==> config.mk <==
export PLATFORM = sky130hd
export DESIGN_NAME = sync_fifo_flags
export DESIGN_NICKNAME = d
export VERILOG_FILES = /design/src/rtl/fifo_pkg.sv /design/src/rtl/sync_fifo_flags_mem.sv /design/src/rtl/sync_fifo_flags.sv
export SDC_FILE = /design/constraint.sdc
export NUM_CORES = 1
export LEC_CHECK = 0
export ABC_AREA = 0
export CAP_MARGIN = 20
export CORE_UTILIZATION = 41
export DETAILED_ROUTE_END_ITERATION = 8
export PLACE_DENSITY = 0.64
export SLEW_MARGIN = 20
export SYNTH_ARGS = -nofsm -noshare
export SYNTH_HDL_FRONTEND = slang
export SYNTH_SLANG_ARGS = --single-unit
==> constraint.sdc <==
create_clock -name clk -period 3.55 [get_ports clk]
set_input_delay 0.71 -clock clk [delete_from_list [all_inputs] [get_ports clk]]
set_output_delay 0.71 -clock clk [all_outputs]
set_load 0.005 [all_outputs]
==> src/rtl/fifo_pkg.sv <==
// Shared helpers for the single-clock flagged FIFO: width derivation and
// elaboration-time parameter legality check.
package fifo_pkg;

  function automatic int clog2(input int value);
    int result;
    result = 0;
    for (int i = 0; i < 31; i++) begin
      if ((1 << i) < value) result = i + 1;
    end
    return result;
  endfunction

  function automatic bit fifo_params_ok(input int depth, input int ptr_width,
                                        input int afull, input int aempty);
    return (depth >= 2) && ((depth & (depth - 1)) == 0) &&
           (ptr_width == clog2(depth) + 1) &&
           (afull >= 1) && (afull <= depth) &&
           (aempty >= 0) && (aempty <= depth - 1);
  endfunction

endpackage

==> src/rtl/sync_fifo_flags_mem.sv <==
// Register-array storage for the FIFO: synchronous write port and a
// registered read port; only the read register is reset.
module fifo_mem
  import fifo_pkg::*;
#(
  parameter int DATA_WIDTH = 8,
  parameter int FIFO_DEPTH = 8,
  localparam int ADDR_WIDTH = clog2(FIFO_DEPTH)
) (
  input  logic                  clk,
  input  logic                  rst,
  input  logic                  wclken,
  input  logic [ADDR_WIDTH-1:0] waddr,
  input  logic [DATA_WIDTH-1:0] wdata,
  input  logic                  rden,
  input  logic [ADDR_WIDTH-1:0] raddr,
  output logic [DATA_WIDTH-1:0] rdata
);

  logic [DATA_WIDTH-1:0] mem [FIFO_DEPTH];

  // NOTE: the array has no reset so it maps onto plain flops/RAM without a
  // reset tree; the pointers alone guarantee stale words are never read.
  always_ff @(posedge clk) begin
    if (wclken) mem[waddr] <= wdata;
  end

  always_ff @(posedge clk or posedge rst) begin
    if (rst)       rdata <= '0;
    else if (rden) rdata <= mem[raddr];
  end

endmodule

==> src/rtl/sync_fifo_flags.sv <==
// Single-clock FIFO with fill level, almost-full/almost-empty thresholds,
// sticky overflow/underflow flags and a synchronous flush.
module sync_fifo_flags
  import fifo_pkg::*;
#(
  parameter int DATA_WIDTH    = 8,
  parameter int FIFO_DEPTH    = 8,
  parameter int POINTER_WIDTH = clog2(FIFO_DEPTH) + 1,
  parameter int AFULL_THRESH  = 6,
  parameter int AEMPTY_THRESH = 1
) (
  input  logic                     clk,
  input  logic                     rst,
  input  logic                     winc,
  input  logic [DATA_WIDTH-1:0]    wdata,
  input  logic                     rinc,
  input  logic                     flush,
  input  logic                     clr_err,
  output logic [DATA_WIDTH-1:0]    rdata,
  output logic                     wfull,
  output logic                     rempty,
  output logic                     almost_full,
  output logic                     almost_empty,
  output logic [POINTER_WIDTH-1:0] fill_count,
  output logic                     overflow,
  output logic                     underflow
);

  localparam int ADDR_WIDTH = POINTER_WIDTH - 1;
  localparam logic [POINTER_WIDTH-1:0] AFULL_LVL  = POINTER_WIDTH'(AFULL_THRESH);
  localparam logic [POINTER_WIDTH-1:0] AEMPTY_LVL = POINTER_WIDTH'(AEMPTY_THRESH);
  localparam logic [POINTER_WIDTH-1:0] PTR_ONE    = POINTER_WIDTH'(1);

  if (!fifo_params_ok(FIFO_DEPTH, POINTER_WIDTH, AFULL_THRESH, AEMPTY_THRESH)) begin : g_bad_params
    $error("sync_fifo_flags: illegal depth, pointer width or threshold");
  end

  logic [POINTER_WIDTH-1:0] wptr, rptr;
  logic                     write_en, read_en;
  logic                     overflow_evt, underflow_evt;

  // Full and empty are evaluated on the pre-edge state, so a simultaneous
  // read never frees a slot for the write in the same cycle.
  assign wfull  = (wptr[POINTER_WIDTH-1] != rptr[POINTER_WIDTH-1]) &&
                  (wptr[ADDR_WIDTH-1:0] == rptr[ADDR_WIDTH-1:0]);
  assign rempty = (wptr == rptr);
  assign fill_count   = wptr - rptr;
  assign almost_full  = (fill_count >= AFULL_LVL);
  assign almost_empty = (fill_count <= AEMPTY_LVL);

  assign write_en      = winc && !wfull  && !flush;
  assign read_en       = rinc && !rempty && !flush;
  assign overflow_evt  = winc && wfull  && !flush;
  assign underflow_evt = rinc && rempty && !flush;

  // NOTE: sequential state is always assigned with <= so every flop samples
  // the pre-edge values, independent of statement order.
  always_ff @(posedge clk or posedge rst) begin
    if (rst) begin
      wptr <= '0;
      rptr <= '0;
    end else if (flush) begin
      wptr <= '0;
      rptr <= '0;
    end else begin
      if (write_en) wptr <= wptr + PTR_ONE;
      if (read_en)  rptr <= rptr + PTR_ONE;
    end
  end

  // A fresh error event outranks clr_err in the same cycle.
  always_ff @(posedge clk or posedge rst) begin
    if (rst) begin
      overflow  <= 1'b0;
      underflow <= 1'b0;
    end else begin
      overflow  <= overflow_evt  || (overflow  && !clr_err);
      underflow <= underflow_evt || (underflow && !clr_err);
    end
  end

  fifo_mem #(
    .DATA_WIDTH(DATA_WIDTH),
    .FIFO_DEPTH(FIFO_DEPTH)
  ) u_mem (
    .clk   (clk),
    .rst   (rst),
    .wclken(write_en),
    .waddr (wptr[ADDR_WIDTH-1:0]),
    .wdata (wdata),
    .rden  (read_en),
    .raddr (rptr[ADDR_WIDTH-1:0]),
    .rdata (rdata)
  );

endmodule

==> out/metrics.cfg <==
[clocking]
clkTransAtPathRegs_ns=0.09
hold_buffers=0
cts_tree=built
insertion_delay_ns=0.35
cts_max_level=3
cts_sinks=82
clk_path_buf_depth=2
cts_inserted_buffers=9
cts_resized=0
post-cts-setup-buffer-count=0
clockRootBuffer=clkbuf_8

[worst_setup_path]
crit_type=reg -> out
worstSetupEndpointType=output port
critical_path_peak_fanout=4
slowest_delay_ns=0.51
crit_required_ns=2.84
cp_slowest_cell=clkdlybuf4s50_1
crit_chain=inv_1, ha_1, fa_1, xnor2_1, nand2_1, o21ai_0, clkdlybuf4s50_1
critPathArrivalTime_ns=2.35
rrSetupSlack_ns=0.89
worst_setup_path_start_kind=flip-flop

[timing]
hold_viol=0
fin_skew_ns=0.0113
fin_ws_ns=0.486
tightest_slew_ns=0.898
fmax_ghz=0.326
slew-limit-headroom=0.397
setup_tns_ns=0
slew_viol_final=0
rsz0062_at_grt=false
setup_viol=0
fin_crit_ns=3.06
fin_crit_sh=0.863

[synth]
yosysUniqueCellTypes=31
netlist_area_um2=3380
synth_top_area_frac=0.568
ys_ff_latch=82
ys_warn_count=0
syn_nets=221
synth.area.top_cells=edfxtp_1 57%, dfrtp_1 13%, mux4_2 11%
synth_largest_area_cell=edfxtp_1
avgSynthCellArea_um2=16.8
yosysSeqAreaShare=0.701
syn_inst=201

[drt]
vias=1807
finalWirelength_mm=5.95
drtIter0Drc=59
first_pass_iters=4
wire_per_inst_um=16.8
via_per_inst=5.10
remaining_drc_errors=0
detail-route-antenna-nets=0

[floorplan]
fp.dieW_um=92.9
die-height_um=92.9
io_pins=32
core_area_um2=7850
initial_core_util=0.431
rows=32
die_area_um2=8620

[global_route]
grt_pass1_vias=1730
met3_usage=0.0394
top_usage_layer=met2
grt_util_met1=0.211
antenna_found_initial=0
grtUsageMet2=0.228
grt_first_pass_wirelength_mm=9.36
grt_start_max_net_pins=20
grt_overflow=0
grt_use_total=0.153

[power]
p_leak_nw=1.43
ir_worst_vdd_mv=0.184
power_density_nw_per_um2=574

[final_layout]
mostFrequentLayoutCells=64 x edfxtp_1, 31 x clkdlybuf4s50_1, 18 x dfrtp_1, 17 x nor2_1, 16 x mux4_2
final_common_cell=edfxtp_1
diodes=0
drive_gt1_frac=0.187
fin_nets=267
syn_to_final_growth_pct=20.5
stdcell_area_um2=4080
fillCellCount=672

[placed_design]
hpwl_mm=3.94
io_buffers=31
gp_congestion=0.710
dpl_worst_slack_ns=0.866
place_area_um2=3870

[hold_path]
hold_class=reg -> reg

[flow_run]
maxCapViolCount=0

[outcome]
status=complete, no violations

==> final timing paths <==
path,startpoint,end,cells after the start
max,wptr[0]$_DFFE_PP0P_,almost_full,7
min,u_mem.rdata[5]$_DFFE_PP0P_,u_mem.rdata[5]$_DFFE_PP0P_,2
max reg2reg,rptr[2]$_DFFE_PP0P_,u_mem.mem[2][5]$_DFFE_PP_,8
min reg2reg,u_mem.rdata[5]$_DFFE_PP0P_,u_mem.rdata[5]$_DFFE_PP0P_,2
max in group asynchronous,rst,rptr[1]$_DFFE_PP0P_,2
min in group asynchronous,rst,u_mem.rdata[4]$_DFFE_PP0P_,2
==> layer usage <==
metal,share of wire,wire (um)
met4,0.010,60
met2,0.48,2830
met3,0.035,208
met1,0.48,2850
met5,0,0
==> through the flow <==
step           total power [mW]  std cells  hold WS [ns]  utilization
6_report                   2.34        354         0.482        0.520
5_1_grt                    2.46        354         0.507        0.520
4_1_cts                    2.37        354         0.489        0.520
3_5_place_dp               1.68        338         0.470        0.493
3_3_place_gp               1.67        338         0.461        0.493
2_1_floorplan              1.43        201         0.473            -
==> worst max-delay path, delay by kind of cell (launching register included) <==
kind	cells	cell delay, ns
AOI/OAI and AO/OA	1	0.07
xor gates and xnor gates	1	0.25
adders and majority gates	2	0.62
buffers and inverters	2	0.61
DFF	1	0.39
and+or+nand+nor	1	0.07
==> cell type report <==
class / count / area [um^2] / area share
multi-input combinational: 102 / 937 / 0.230
clock inverter: 6 / 72.6 / 0.0178
sequential: 82 / 2370 / 0.582
timing repair buffer: 42 / 393 / 0.0963
tap: 102 / 128 / 0.0313
clock buffer: 10 / 138 / 0.0338
inverter: 10 / 37.5 / 0.00921
==> power breakdown <==
part	internal (mW)	total, mW	switching, mW
Sequential	1.10	1.14	0.0347
Combinational	0.297	0.514	0.217
Clock	0.353	0.691	0.338
Total	1.75	2.34	0.590
==> synthesized netlist by cell type <==
cell type and instances:
nor3_1 2, nor2_1 17, buf_4 2, nor2b_1 2, nand2b_1 1, o21ai_0 11, nand2_1 11, clkbuf_1 2
mux2i_1 10, o21ai_2 1, o21a_1 1, xnor2_2 1, inv_1 10, xor2_2 1, dfrtp_1 18, buf_2 3
a22o_1 1, edfxtp_1 64, and3_2 1, or3_1 3, a21oi_1 2, o21ai_1 2, fa_1 1, nand3_1 2
a32o_1 1, xor2_1 3, mux4_2 16, xnor2_1 3, ha_1 5, o211ai_1 3, and3_1 1
==> flip-flops by register name, indices dropped and copies added (netlist names) <==
name	flops
u_mem.mem	64
u_mem.rdata	8
rptr	4
wptr	4
overflow	1
underflow	1
==> logic make-up after synthesis <==
kind of cell | Yosys count | synth area share
simple gates | 40 | 0.0521
fa+ha+maj | 6 | 0.0244
buf+inv | 17 | 0.0222
mux | 26 | 0.136
flops | 82 | 0.701
xor+xnor | 8 | 0.0251
compound gates | 22 | 0.0392
(Power assumes the default switching activity.)
